File: src/rtl/alu_iter_pkg.sv
// Shared definitions for the iterative ALU: operation codes, FSM states, default sizes.
package alu_iter_pkg;

   localparam int unsigned WIDTH_DEF      = 32;
   localparam int unsigned MUL_CYCLES_DEF = 32;
   localparam int unsigned ALU_CTRL_W     = 3;

   // ALUCtrl encodings; 3'b101 and 3'b110 are undefined and behave like NOP
   typedef enum logic [ALU_CTRL_W-1:0] {
      ALU_AND = 3'b000,
      ALU_OR  = 3'b001,
      ALU_ADD = 3'b010,
      ALU_SUB = 3'b011,
      ALU_MUL = 3'b100,
      ALU_NOP = 3'b111
   } alu_ctrl_e;

   typedef enum logic [0:0] {
      ST_IDLE = 1'b0,
      ST_MUL  = 1'b1
   } alu_state_e;

   // True when the raw control code selects the multi-cycle multiply
   function automatic logic is_mul(input logic [ALU_CTRL_W-1:0] ctrl);
      return ctrl == ALU_MUL;
   endfunction

endpackage

File: src/rtl/alu_iter_mul_seq.sv
// Iterative shift-add multiplier: one partial product per cycle, low WIDTH bits kept.
module mul_seq
   import alu_iter_pkg::*;
#(
   parameter int unsigned WIDTH  = WIDTH_DEF,
   parameter int unsigned CYCLES = MUL_CYCLES_DEF
) (
   input  logic             clk_i,
   input  logic             rst_i,
   input  logic             start_i,
   input  logic [WIDTH-1:0] a_i,
   input  logic [WIDTH-1:0] b_i,
   output logic             done_c,
   output logic [WIDTH-1:0] result_c
);

   localparam int unsigned      CNT_W    = (CYCLES > 1) ? $clog2(CYCLES) : 1;
   localparam logic [CNT_W-1:0] CNT_LAST = CNT_W'(CYCLES - 1);

   logic             active_q, active_d;
   logic [CNT_W-1:0] cnt_q, cnt_d;
   logic [WIDTH-1:0] mcand_q, mcand_d;
   logic [WIDTH-1:0] mplier_q, mplier_d;
   logic [WIDTH-1:0] acc_q, acc_d;
   logic [WIDTH-1:0] acc_sum_c;

   // Next-state for the iteration; done/result reflect the add performed on the final edge
   always_comb begin
      active_d  = active_q;
      cnt_d     = cnt_q;
      mcand_d   = mcand_q;
      mplier_d  = mplier_q;
      acc_d     = acc_q;
      acc_sum_c = acc_q + (mplier_q[0] ? mcand_q : '0);
      done_c    = active_q && (cnt_q == CNT_LAST);
      result_c  = acc_sum_c;

      if (active_q) begin
         acc_d    = acc_sum_c;
         mcand_d  = mcand_q << 1;
         mplier_d = mplier_q >> 1;
         cnt_d    = cnt_q + CNT_W'(1);
         if (done_c) begin
            active_d = 1'b0;
         end
      end else if (start_i) begin
         active_d = 1'b1;
         cnt_d    = '0;
         mcand_d  = a_i;
         mplier_d = b_i;
         acc_d    = '0;
      end
   end

   // Iteration registers; reset aborts any multiply in flight
   always_ff @(posedge clk_i or posedge rst_i) begin
      if (rst_i) begin
         active_q <= 1'b0;
         cnt_q    <= '0;
         mcand_q  <= '0;
         mplier_q <= '0;
         acc_q    <= '0;
      end else begin
         active_q <= active_d;
         cnt_q    <= cnt_d;
         mcand_q  <= mcand_d;
         mplier_q <= mplier_d;
         acc_q    <= acc_d;
      end
   end

endmodule

File: src/rtl/alu_iter.sv
// ALU with single-cycle logic/arith ops and a multi-cycle iterative multiply that stalls upstream.
module alu_iter
   import alu_iter_pkg::*;
#(
   parameter int unsigned WIDTH      = WIDTH_DEF,
   parameter int unsigned MUL_CYCLES = MUL_CYCLES_DEF
) (
   input  logic                  clk_i,
   input  logic                  rst_i,
   input  logic                  valid_i,
   input  logic [ALU_CTRL_W-1:0] ALUCtrl_i,
   input  logic [WIDTH-1:0]      data1_i,
   input  logic [WIDTH-1:0]      data2_i,
   output logic [WIDTH-1:0]      data_o,
   output logic                  zero_o,
   output logic                  valid_o,
   output logic                  stall_o
);

   alu_state_e       state_q, state_d;
   logic [WIDTH-1:0] data_q, data_d;
   logic             zero_q, zero_d;
   logic             valid_q, valid_d;

   logic [WIDTH-1:0] alu_res_c;
   logic             mul_start_c;
   logic             mul_done_c;
   logic [WIDTH-1:0] mul_res_c;

   mul_seq #(
      .WIDTH  (WIDTH),
      .CYCLES (MUL_CYCLES)
   ) u_mul_seq (
      .clk_i    (clk_i),
      .rst_i    (rst_i),
      .start_i  (mul_start_c),
      .a_i      (data1_i),
      .b_i      (data2_i),
      .done_c   (mul_done_c),
      .result_c (mul_res_c)
   );

   // Single-cycle result; NOP and undefined codes produce zero
   always_comb begin
      alu_res_c = '0;
      case (ALUCtrl_i)
         ALU_AND: alu_res_c = data1_i & data2_i;
         ALU_OR:  alu_res_c = data1_i | data2_i;
         ALU_ADD: alu_res_c = data1_i + data2_i;
         ALU_SUB: alu_res_c = data1_i - data2_i;
         default: alu_res_c = '0;
      endcase
   end

   // Control FSM and output register next-state; inputs are ignored while multiplying
   always_comb begin
      state_d     = state_q;
      data_d      = data_q;
      zero_d      = zero_q;
      valid_d     = 1'b0;
      mul_start_c = 1'b0;

      case (state_q)
         ST_IDLE: begin
            if (valid_i) begin
               if (is_mul(ALUCtrl_i)) begin
                  mul_start_c = 1'b1;
                  state_d     = ST_MUL;
               end else begin
                  data_d  = alu_res_c;
                  zero_d  = (alu_res_c == '0);
                  valid_d = 1'b1;
               end
            end
         end
         ST_MUL: begin
            if (mul_done_c) begin
               data_d  = mul_res_c;
               zero_d  = (mul_res_c == '0);
               valid_d = 1'b1;
               state_d = ST_IDLE;
            end
         end
         default: state_d = ST_IDLE;
      endcase
   end

   // State and output registers
   always_ff @(posedge clk_i or posedge rst_i) begin
      if (rst_i) begin
         state_q <= ST_IDLE;
         data_q  <= '0;
         zero_q  <= 1'b1;
         valid_q <= 1'b0;
      end else begin
         state_q <= state_d;
         data_q  <= data_d;
         zero_q  <= zero_d;
         valid_q <= valid_d;
      end
   end

   assign data_o  = data_q;
   assign zero_o  = zero_q;
   assign valid_o = valid_q;
   assign stall_o = (state_q == ST_MUL);

endmodule

File: config.mk
export PLATFORM = sky130hd
export DESIGN_NAME = alu_iter
export DESIGN_NICKNAME = d
export VERILOG_FILES = /design/src/rtl/alu_iter_pkg.sv /design/src/rtl/alu_iter_mul_seq.sv /design/src/rtl/alu_iter.sv
export SDC_FILE = /design/constraint.sdc
export NUM_CORES = 1
export LEC_CHECK = 0
export ABC_AREA = 1
export CORE_ASPECT_RATIO = 1.75
export CORE_MARGIN = 2
export CORE_UTILIZATION = 45
export DETAILED_ROUTE_END_ITERATION = 10
export DONT_BUFFER_PORTS = 1
export PLACE_DENSITY_LB_ADDON = 0.1
export SYNTH_ARGS = -nofsm -noshare
export SYNTH_HDL_FRONTEND = slang
export SYNTH_SLANG_ARGS = --single-unit
File: constraint.sdc
create_clock -name clk_i -period 12.5 [get_ports clk_i]
set_clock_uncertainty 0.15 [all_clocks]
set_input_delay 2.5 -clock clk_i [delete_from_list [all_inputs] [get_ports clk_i]]
set_output_delay 2.5 -clock clk_i [all_outputs]
set_load 0.05 [all_outputs]
==> summary.txt, run 1 <==
Yosys
  – Most frequent cells after synthesis: 606 x nand2_1, 293 x inv_1, 179 x nor2_1
  – Synthesized area per cell: 6.286 sq um
  – Most numerous cell in the Yosys netlist: nand2_1
  – Syn. warnings: 0
  – Most common flop cell mapped by yosys: dfrtp_1
  – Synth Instances: roughly 2.0k
  – Ys async rst share: 100.0%
  – Mapped Nets: 2089
  – Ranking of synthesized cells by area: dfrtp_1 28%, nand2_1 19%, inv_1 9.0%
  – Register bit total from synthesis: 137
  – Sequential area share after synthesis: 27.98%
  – Unique masters post-synth: 46
  – Top cell type's share of synthesized area: 27.77%
  – Number of flops mapped to enable cells by yosys: 0
  – Netlist Area Pre-Place: between 10000 and 15000 sq um
  – Dominant cell type by area after synthesis: dfrtp_1

Die
  – Top Ports: 105
  – Starting Density: 45.35%
  – Core Box Area: between 20000 and 30000 sq um
  – Die extent in y: ~220 microns
  – Die area: 28630 sq um
  – Die width: between 100 and 150 microns
  – Rows: 80

Layout
  – Final Cell Area: between 10000 and 15000 sq um
  – Ant. Diodes: 0
  – Register area: 3431 sq um
  – Post-Layout Cell Count: 2263
  – Fill cell count: between 2k and 3k
  – Syn-to-layout area delta: 7.422%
  – Area occupied by multi-input gates: about 7500 sq um
  – Post-layout util: 48.72%
  – NumNets Final: 2061
  – Fraction of layout cells with a size suffix above 1: 5.220%

Power and ir drop
  – Maximum VDD drop: 0.1038 mV
  – Logic pwr share: around 38%
  – Pwr/cell area: 186.0 nW/um^2
  – Psw: 1.171 mW
  – Pleak: 6.983 nW
  – Power share of the sequential group: 38.7%
  – Cell Int Power: 1.278 mW
  – Clock Power Share: 23.5%
  – Overall Power: 2.449 mW
  – Sw Ratio: a little under half

STA
  – Final min period: 6.454 ns
  – RSZ-0062 raised after global routing: false
  – Worst-Margin Slew: roughly 1.2 ns
  – Fin. max-slew vios: 0
  – Setup WS post-layout: 6.046 ns
  – Final hold vios: 0
  – Setup TNS: 0 ns
  – Hold slack: 0.3356 ns
  – Final setup vio count: 0
  – Fmax: 0.1549 GHz
  – Rel. slew slack: between 20% and 30%
  – Post-route clock period utilization: 51.63%

Global routing
  – First-pass GRT wire length: 68230 microns
  – Gr usage total: 31.26%
  – Vias in the first global route: 12.57k
  – Largest net degree at the start of global routing: 88
  – Initial antenna violation count: 0
  – GRT overflow: 0

Critical path
  – Crit-path max FO: 33
  – Crit end category: register
  – Family with the most delay on the worst path: simple AND/OR/NAND/NOR gates
  – Startpoint of the worst register-to-register path: u_mul_seq.mplier_q[0]
  – Crit Path Class: input port to register
  – Slowest cell on crit path: nor2_4
  – CP Launch Type: input port
  – Worst Setup SP: ALUCtrl_i[1]
  – CP dominant cell by count: nand2_1
  – Reg2Reg Setup Slack: 8.52 ns
  – Crit path DAT: 6.70 ns
  – Worst EP required: 12.74 ns
  – Crit-path max cell delay: approximately 0.68 ns
  – CP Buf/Inv Count: 5

Routing
  – DR pass1 iterations: 5
  – DR iter-0 viols: approximately 770
  – DRC errors left: 0
  – Routed Antenna Nets: 0
  – Routed WL per cell: 19.27 microns
  – Vias: 12.57k
  – Final wirelength: 43610 microns
  – Via density: roughly 5.6

CTS
  – CTS tree: done
  – Insertion delay to the later sink of the worst-skew pair: between 0.4 and 0.5 ns
  – Clk buf depth: 2
  – Resize count post-CTS: 0
  – CTS sink cnt: 137
  – CTS Root Cell: clkbuf_16
  – CTS HTree Levels: 4
  – Cts hold-fix bufs: 0
  – Worst-path clk slew: 0.07 ns
  – CTS Buf Count: 17
  – Postcts setup bufs: 0

Placement
  – Hpwl dp: 34680 microns
  – Pre-CTS setup slack: 5.563 ns
  – Placed instance count: around 2.2k
  – PortBufs: 0
  – Routability cong.: 0.9602
  – Area after DPL: 12520 sq um

Worst hold path
  – Worst hold path class: register to register
  – HP Start: u_mul_seq.mplier_q[8]

Run
  – Max-cap viol count: 0

Outcome
  – Status: finished clean
-- sequential cells by signal (all words and copies together), names as in the netlist --
signal,flops
data_o,32
stall_o,1
u_mul_seq.acc_q,32
u_mul_seq.active_q,1
u_mul_seq.cnt_q,5
u_mul_seq.mcand_q,32
u_mul_seq.mplier_q,32
valid_o,1
zero_o,1
-- power groups by stage --
| stage | combinational [mW] | clock, mW | sequential, mW |
|---|---|---|---|
| 5_1_grt | 1.05 | 0.608 | 0.972 |
| 2_1_floorplan | 0.699 | 0 | 0.896 |
| 6_report | 0.926 | 0.576 | 0.948 |
| 3_5_place_dp | 0.921 | 0 | 0.956 |
| 4_1_cts | 0.925 | 0.587 | 0.948 |
| 3_3_place_gp | 0.913 | 0 | 0.950 |
-- placed cells by master, fill, tap and decap left out, types with 3 or more instances in the layout --
master	n
nand2_2	15
and2_1	3
xor2_1	34
a21o_1	5
dfrtp_1	135
inv_1	291
xnor2_1	5
nand4_1	18
inv_2	9
nand3_2	4
nand3_1	135
nor4_1	4
inv_6	5
o31ai_1	3
ha_1	67
bufinv_16	4
o211ai_1	38
o21ai_0	109
a22o_1	4
nor2_2	11
clkinv_4	3
clkbuf_16	17
buf_4	10
o21a_1	3
nor3_2	8
nor3_1	11
nor2_1	177
or2_2	3
a21oi_1	106
nand3b_1	18
o21ai_1	7
a31oi_1	19
o221ai_1	24
o21bai_1	6
nand2_1	605
-- worst paths after layout --
check,end,depth (start not counted)
max,zero_o,27
min in group asynchronous,u_mul_seq.acc_q[2],1
min reg2reg,u_mul_seq.mplier_q[8],2
max reg2reg,zero_o,18
max in group asynchronous,u_mul_seq.mcand_q[12],2
min,u_mul_seq.mplier_q[8],2
-- metal layers --
metal	global-route usage (%)	wire (microns)	vias to the layer above
li1	-	-	6247
met1	36.75	17430	5870
met2	54.67	22380	357
met3	4.045	1595	96
met4	16.30	2208	0
met5	0	0	-
-- cell type report --
| type | count | area share, % |
|---|---|---|
| clock buffer | 18 | 3.336 |
| timing repair buffer | 10 | 0.5702 |
| sequential | 137 | 26.06 |
| tap | 328 | 3.117 |
| inverter | 303 | 8.676 |
| multi-input combinational | 1453 | 56.66 |
| clock inverter | 14 | 1.587 |
-- cells by family after synthesis --
logic type                 share of synthesized area, %
xor gates and xnor gates                          2.787
buffers and inverters                             11.26
and+or+nand+nor                                   34.98
DFF                                               27.98
adders and majority gates                         7.166
AOI/OAI and AO/OA                                 15.82
-- worst min-delay path, cell delays in order, from the launching register on --
cell and delay [ns]:
dfrtp_1 0.34, nand2_1 0.05, nand3_1 0.06
No activity file was read; power rests on OpenSTA's default activity.
==> run 2: changes to the inputs <==
- clock period: 12.5 -> 5.5 ns (I/O delays scaled with it)
==> run 2 against run 1 <==
  * Flip-flop and latch count stayed put
  * Design area is 0.15% lower
  * Via count increased by 1.5%
  * Sequential share of layout area hardly changed
  * Worst setup slack got worse by 5.2 ns
==> summary.txt, run 2 (synthesis results as in run 1) <==
Layout
  – Most frequent cells in the layout: 605 x nand2_1, 291 x inv_1, 177 x nor2_1, 135 x nand3_1, 135 x dfrtp_1
  – Fraction of layout cells with a size suffix above 1: under 10%
  – Ant. Diodes: 0
  – Fill cell count: 2899
  – NumNets Final: 2067
  – Final Cell Area: 13150 sq um
  – Commonest non-fill, non-tap cell in the layout: nand2_1
  – Syn-to-layout area delta: 7.258%

CTS
  – CTS sink cnt: approximately 140
  – Worst-path clk slew: 0.07 ns
  – CTS tree: done
  – CTS Buf Count: 17
  – Clk buf depth: 2
  – CTS Root Cell: clkbuf_16
  – Postcts setup bufs: 0
  – Resize count post-CTS: 0
  – Insertion delay to the later sink of the worst-skew pair: 0.46 ns
  – Cts hold-fix bufs: 0
  – CTS HTree Levels: 4

Global routing
  – Vias in the first global route: 12.80k
  – GRT overflow: 0
  – Largest net degree at the start of global routing: 96
  – Gr usage total: 31.85%
  – Initial antenna violation count: 0
  – First-pass GRT wire length: roughly 70000 microns

Critical path
  – Crit Path Class: input port to register
  – Crit end category: register
  – Crit-path max FO: 5
  – CP Launch Type: input port
  – Crit path DAT: between 4 and 5 ns
  – Worst EP required: 5.75 ns

Routing
  – Routed Antenna Nets: 0
  – Vias: 12.76k
  – Routed WL per cell: about 20 microns
  – Final wirelength: 44840 microns
  – DRC errors left: 0
  – DR iter-0 viols: just under 1k
  – Via density: 5.624
  – DR pass1 iterations: 5

Die
  – Die width: 128.8 microns
  – Core Box Area: 27030 sq um
  – Die extent in y: between 200 and 250 microns
  – Die area: 28630 sq um
  – Rows: 80
  – Starting Density: 45.35%
  – Top Ports: 105

STA
  – Fin. max-slew vios: 0
  – Rel. slew slack: 40.14%
  – Setup TNS: 0 ns
  – Post-route clock period utilization: a little over four fifths
  – Worst-Margin Slew: 0.8980 ns
  – Final hold vios: 0
  – Fmax: between 0.2 and 0.25 GHz
  – RSZ-0062 raised after global routing: false
  – Final min period: approximately 4.6 ns
  – Final setup vio count: 0

Placement
  – Routability cong.: 0.9977
  – Area after DPL: 12560 sq um
  – PortBufs: 0
  – Hpwl dp: 35890 microns

Run
  – Max-cap viol count: 0

Outcome
  – Status: finished clean

Power and ir drop
  – Overall Power: 5.478 mW
  – Pwr/cell area: 416.7 nW/um^2
  – Maximum VDD drop: ~0.24 mV
  – Pleak: ~7 nW

Worst hold path
  – Worst hold path class: register to register
-- run 2: cell count changes in the layout (fill, tap and decap cells not counted) --
cell	previous run	this run
clkinvlp_4	0	1
clkbuf_8	1	0
buf_4	10	16
bufinv_16	4	1
inv_8	2	4
clkinv_4	3	4
-- run 2: stage by stage --
stage	utilization (%)	instances	setup slack, ns	hold WS [ns]
2_1_floorplan	-	1950	0.5838	0.3020
3_3_place_gp	46.49	2237	0.5487	0.3162
3_5_place_dp	46.49	2237	0.4702	0.3299
4_1_cts	48.64	2269	0.9560	0.3477
5_1_grt	48.64	2269	0.5264	0.3546
6_report	48.64	2269	0.8875	0.3465
-- run 2: power by group --
group          leakage, nW  switching (mW)  total (mW)  internal [mW]
Combinational         4.90            1.46        2.17          0.705
Sequential            1.80           0.703        2.13           1.42
Clock                0.286           0.545        1.19          0.641
-- run 2: layout make-up --
| type | count | area, sq um | share of cell area, % |
|---|---|---|---|
| clock buffer | 17 | 425.4 | 3.236 |
| timing repair buffer | 16 | 120.1 | 0.9137 |
| sequential | 137 | 3431 | 26.10 |
| tap | 328 | 410.4 | 3.122 |
| inverter | 303 | 1142 | 8.689 |
| clock inverter | 15 | 157.7 | 1.199 |
| multi-input combinational | 1453 | 7460 | 56.74 |
-- run 2: final timing paths --
kind,end,from,slack [ns],cells after the start
worst max-delay path,zero_o,data2_i[0],0.89,25
worst min-delay path,u_mul_seq.acc_q[17],u_mul_seq.acc_q[17],0.35,2
worst max register to register,zero_o,u_mul_seq.mplier_q[0],1.91,18
worst min register to register,u_mul_seq.acc_q[17],u_mul_seq.acc_q[17],0.35,2
max in group asynchronous,u_mul_seq.mplier_q[29],rst_i,3.51,2
min in group asynchronous,u_mul_seq.acc_q[0],rst_i,0.53,1
-- run 2: critical path, stage by stage --
cell and delay [ns]:
inv_1 0.12, ha_1 0.19, nand3_1 0.12, nor3_2 0.19, nand4_1 0.18, nor2_1 0.28
nand2_1 0.23, o31ai_1 0.41, xor2_1 0.13, ha_1 0.39, nand2_1 0.14, nor2_2 0.19
inv_1 0.06, nor2_1 0.14, inv_1 0.05, o21a_1 0.19, a21oi_1 0.15, nor2_1 0.10
nor2_2 0.12, nand2_1 0.06, nor2_1 0.10, nand2_1 0.06, nand2_1 0.05, nand2_1 0.05
nand2_1 0.06
-- run 2: layer usage --
metal  routed length (microns)  track usage (%)  vias up
met5                         0                0        -
met4                      2165            15.71        0
met3                      1874            4.382      118
met2                     23590            58.15      379
met1                     17210            35.48     5997
li1                          -                -     6267
==> run 3: changes to the inputs <==
- clock period: 5.5 -> 3.7 ns (I/O delays scaled with it)
==> run 3 against run 2 <==
  * The flow now finishes with violations (negative setup slack)
  * Register-to-register slack got worse by 1.7 ns
  * Critical endpoint unchanged
  * Total power grew 52%
  * Core utilization grew 5.8 points
  * Routed wire length increased by 1.1%
  * Via count increased by 4.4%
  * Sequential power increased by 50%
  * Largest power group unchanged
  * Largest cell class unchanged
  * Worst hold slack got worse by 0.15 ns
==> summary.txt, run 3 (synthesis results as in run 1) <==
Outcome
  – Status: complete, but fails checks
  – Failing checks: negative setup slack

Global routing
  – Vias in the first global route: 13.30k
  – GRT overflow: 0
  – Gr usage total: 32.09%
  – Largest net degree at the start of global routing: 67
  – Initial antenna violation count: 0
  – First-pass GRT wire length: 70790 microns

CTS
  – CTS HTree Levels: 4
  – CTS tree: done
  – Cts hold-fix bufs: 0
  – Clk buf depth: 2
  – Insertion delay to the later sink of the worst-skew pair: 0.43 ns
  – CTS Root Cell: clkbuf_16
  – CTS Buf Count: 17
  – CTS sink cnt: 137
  – Worst-path clk slew: roughly 0.060 ns

Layout
  – Fraction of layout cells with a size suffix above 1: around 16%
  – Syn-to-layout area delta: 20.01%
  – NumNets Final: around 2.2k
  – Final Cell Area: approximately 15000 sq um
  – Fill cell count: about 2.8k
  – Most frequent cells in the layout: 571 x nand2_1, 285 x inv_1, 151 x nor2_1, 139 x buf_4, 135 x dfrtp_1
  – Post-layout util: 54.43%
  – Ant. Diodes: 0
  – Commonest non-fill, non-tap cell in the layout: nand2_1

Critical path
  – Startpoint of the worst register-to-register path: u_mul_seq.mplier_q[0]
  – Reg2Reg Setup Slack: 0.22 ns
  – Worst r2r dst: zero_o
  – Crit-path max FO: 4
  – Crit-path max cell delay: roughly 0.39 ns
  – Slowest cell on crit path: ha_2
  – CP Launch Type: input port
  – CP dominant cell by count: nand2_1
  – Worst EP required: 3.92 ns
  – FF-to-FF path depth: 18
  – Crit path DAT: 3.95 ns
  – Crit Path Class: input port to register
  – Crit end category: register

STA
  – Fmax: 0.2684 GHz
  – Rel. slew slack: 40.50%
  – Post-route clock period utilization: 100.7%
  – Worst-Margin Slew: 0.8907 ns
  – Setup WS post-layout: -0.02517 ns
  – Final min period: 3.725 ns
  – Final hold vios: 0
  – Final setup vio count: 1
  – Fin. max-slew vios: 0
  – RSZ-0062 raised after global routing: true

Routing
  – Vias: 13.32k
  – DRC errors left: 0
  – M1 wire length: about 17000 microns
  – WL met3: 1887 microns
  – Routed Antenna Nets: 0
  – DR pass1 iterations: 8
  – WL met2: 23660 microns
  – Final wirelength: 45340 microns
  – Highest metal layer with signal wires: met4
  – Via density: 5.546
  – Routed WL per cell: 18.87 microns
  – DR iter-0 viols: 939

Placement
  – PortBufs: 0
  – Hpwl dp: 36620 microns
  – Area after DPL: 13480 sq um
  – Routability cong.: 0.9563

Power and ir drop
  – Logic pwr share: between 40% and 50%
  – Maximum VDD drop: 0.2920 mV
  – Overall Power: 8.340 mW
  – Pleak: about 7.7 nW
  – Cell Int Power: 4.371 mW
  – Clock Power Share: 19.9%
  – Psw: 3.969 mW
  – Pwr/cell area: about 570 nW/um^2
  – Sw Ratio: 47.59%
  – Power share of the sequential group: 38.3%

Die
  – Rows: 80
  – Die area: 28630 sq um
  – Top Ports: 105
  – Starting Density: 45.35%
  – Die width: 128.8 microns
  – Die extent in y: ~220 microns
  – Core Box Area: 27030 sq um

Worst hold path
  – Worst hold path class: input port to async pin

Run
  – Max-cap viol count: 0
[run 3: timing repair]
item,4_1_cts,5_1_grt
setup buffers,5,14
resized for setup,20,125
pin swaps,12,39
endpoints found under the setup margin,13,17
[run 3: worst max path at each step]
stage	from	to	slack, ns	cells past startpoint
4_1_cts	data2_i[0]	zero_o	-0.006	28
6_report	data2_i[1]	zero_o	-0.03	28
5_1_grt	data2_i[0]	zero_o	-0.26	28
3_3_place_gp	data2_i[0]	data_o[28]	-0.66	25
2_1_floorplan	data2_i[0]	zero_o	-0.007	27
3_5_place_dp	data2_i[0]	zero_o	-0.70	27
[run 3: metal layers]
| metal | vias to the layer above | track usage [%] |
|---|---|---|
| li1 | 6522 | - |
| met1 | 6239 | 36.00 |
| met2 | 430 | 58.22 |
| met3 | 131 | 4.166 |
| met4 | 0 | 16.34 |
| met5 | - | 0 |
[run 3: layout make-up]
type / count / area, sq um / area share [%]
multi-input combinational: 1453 / 7924 / 53.87
sequential: 137 / 3431 / 23.32
inverter: 303 / 1194 / 8.115
timing repair buffer: 149 / 1181 / 8.030
clock buffer: 23 / 478.0 / 3.249
tap: 328 / 410.4 / 2.790
clock inverter: 9 / 91.34 / 0.6210
[run 3: critical path: cells and delay by family]
kind | cells | cell delay (ns)
adder cells (fa/ha/maj) | 1 | 0.39
AO/OA/AOI/OAI | 2 | 0.34
buffers and inverters | 4 | 0.35
AND/OR/NAND/NOR | 20 | 1.97
XOR/XNOR | 1 | 0.16
[run 3: power by group through the flow]
stage | clock network [mW] | logic [mW] | registers (mW)
floorplan | 0 | 2.37 | 3.03
global placement | 0 | 3.30 | 3.19
detailed placement | 0 | 3.34 | 3.21
CTS | 1.69 | 3.37 | 3.19
global route | 1.76 | 3.92 | 3.27
finish | 1.66 | 3.49 | 3.19
[run 3: per-stage QoR]
| step | std cells | setup TNS (ns) | setup slack, ns | hold WS, ns |
|---|---|---|---|---|
| floorplan | 1950 | -0.006563 | -0.006563 | 0.3020 |
| global placement | 2352 | -9.001 | -0.6628 | 0.3167 |
| detailed placement | 2352 | -9.298 | -0.6970 | 0.3262 |
| CTS | 2389 | -0.005721 | -0.005721 | 0.2253 |
| global route | 2402 | -0.8581 | -0.2578 | 0.2490 |
| finish | 2402 | -0.02517 | -0.02517 | 0.2012 |
==> RTL change, RTL diff (flow settings as in run 1) <==
Set the package constant `MUL_CYCLES_DEF` to 64 (it was 32).
--- a/src/rtl/alu_iter_pkg.sv
+++ b/src/rtl/alu_iter_pkg.sv
@@ -3,5 +3,5 @@
 
    localparam int unsigned WIDTH_DEF      = 32;
-   localparam int unsigned MUL_CYCLES_DEF = 32;
+   localparam int unsigned MUL_CYCLES_DEF = 64;
    localparam int unsigned ALU_CTRL_W     = 3;
 
Function: no difference found for any inputs over 10 cycles, from zero or initial values and one cycle with rst_i high; that may be too few to reach the edited logic, so the function may still have changed.
==> RTL change against run 1 <==
Critical path depth down 1; non-clock buffer count grew 1; sequential share of layout area about the same; sequential cell count increased by 1; area after synthesis up 1.2%; global-route usage up 0.56 points; design area is 0.83% higher; wire length up 3.5%; setup slack got worse by 280 ps; critical path type unchanged.
Power is not compared: it rests on default switching activity, and its combinational part moved more than twofold at a synthesized area within 25%.
==> RTL change: results (changes against run 1) <==
metric,value,unit,change
cp_slowest_stage_delay,750,ps,+70 ps
postCtsResizedCells,0,,unchanged
cts_htree_levels,4,,unchanged
slew_headroom,21.02,%,+0.84 points
place_congestion,0.9834,,+2.4%
switchingPower,407.3,uW,
synth.distinct_cells,47,,+2.2%
grt_pass1_wl,70190,um,+2.9%
cts_max_path_buffers,2,,unchanged
synth_common_cells,"nand2_1 (658), inv_1 (315), nor2_1 (172)",,
critPathSlowestCell,nor2_4,,
hold_depth,2,,unchanged
dp_hpwl,35280,um,+1.7%
cpLargestDelayFamily,simple AND/OR/NAND/NOR gates,,
nets,2106,,+2.2%
synth_area_leaders,"dfrtp_1 (28%), nand2_1 (20%), inv_1 (9.5%), ha_1 (6.7%), nand3_1 (5.4%)",,
run_status,"complete, no violations",,
dpl_cell_area,12710,um^2,+1.5%
grt_pass1_vias,13030,,+3.6%
hold_class,flop to flop,,
wl_per_cell,19.21,um,-0.34%
vias_per_cell,5.528,,-0.48%
grt_max_degree,83,,-5.7%
synth.avg_cell_area,6.215,um^2,-1.1%
drive_gt1_share,4.997,%,-0.22 points
place_ws,5456,ps,-107.4 ps
grt_usage,31.82,%,+0.56 points
synth_seq_area_share,27.86,%,-0.12 points
cp.arrival,6980,ps,+280 ps
clockRootBuffer,clkbuf_16,,
reg2reg_depth,19,,+1
dp.cells,2318,,+3.9%
fin_cells,2350,,+3.8%
first_iter_violations,856,,+12%
ys_async_sr_fraction,100.0,%,unchanged
post-cts-setup-buffers,0,,unchanged
RTL change: changes by cell type after synthesis, sizes merged, moves of 3 or more:
cell / delta
nand3: -5
nand4: +5
o21ai: -24
buf: +6
o211ai: -8
inv: +21
o221ai: +7
a31oi: +12
nand3b: -3
nor2: -9
nand2: +60
clkbuf: -6
RTL change: power groups by stage:
stage                     Clock [uW]  Combinational [uW]  Sequential (uW)
after global routing             531                 266              462
after global placement             0                 231              470
after floorplan                    0                 169              470
after CTS                        516                 233              462
final                            509                 237              462
after detailed placement           0                 233              470
RTL change: cell type report:
type / instances / area, um^2
repair buffers: 11 / 82.58
flip-flops and latches: 138 / 3456
fillers: 3015 / 13950
inverters: 323 / 1217
clock inverters: 12 / 116.4
multi-input cells: 1477 / 7495
well taps: 369 / 461.7
clock buffers: 20 / 446.7
RTL change: final timing paths:
check,from,end,slack [ps]
min reg2reg,u_mul_seq.acc_q[16],u_mul_seq.acc_q[16],340
max,ALUCtrl_i[1],zero_o,5760
min,u_mul_seq.acc_q[16],u_mul_seq.acc_q[16],340
min in group asynchronous,rst_i,u_mul_seq.acc_q[2],1830
max reg2reg,u_mul_seq.mplier_q[0],zero_o,8640
max in group asynchronous,rst_i,u_mul_seq.acc_q[30],8940
RTL change: cell families (layout without fill, tap and decap cells):
group / count (synthesis) / in the layout / share of synthesized area (%)
flip-flops: 138 / 138 / 27.86
AO/OA/AOI/OAI: 314 / 314 / 15.24
XOR/XNOR: 35 / 35 / 2.533
AND/OR/NAND/NOR: 1060 / 1060 / 35.56
buffers and inverters: 380 / 366 / 11.82
adder cells (fa/ha/maj): 68 / 68 / 6.984
RTL change: layer usage:
metal | GRT usage [%] | wire length [um]
met1 | 37.98 | 18320
met2 | 54.26 | 22140
met3 | 3.009 | 1647
met4 | 19.88 | 3031
met5 | 0 | 0
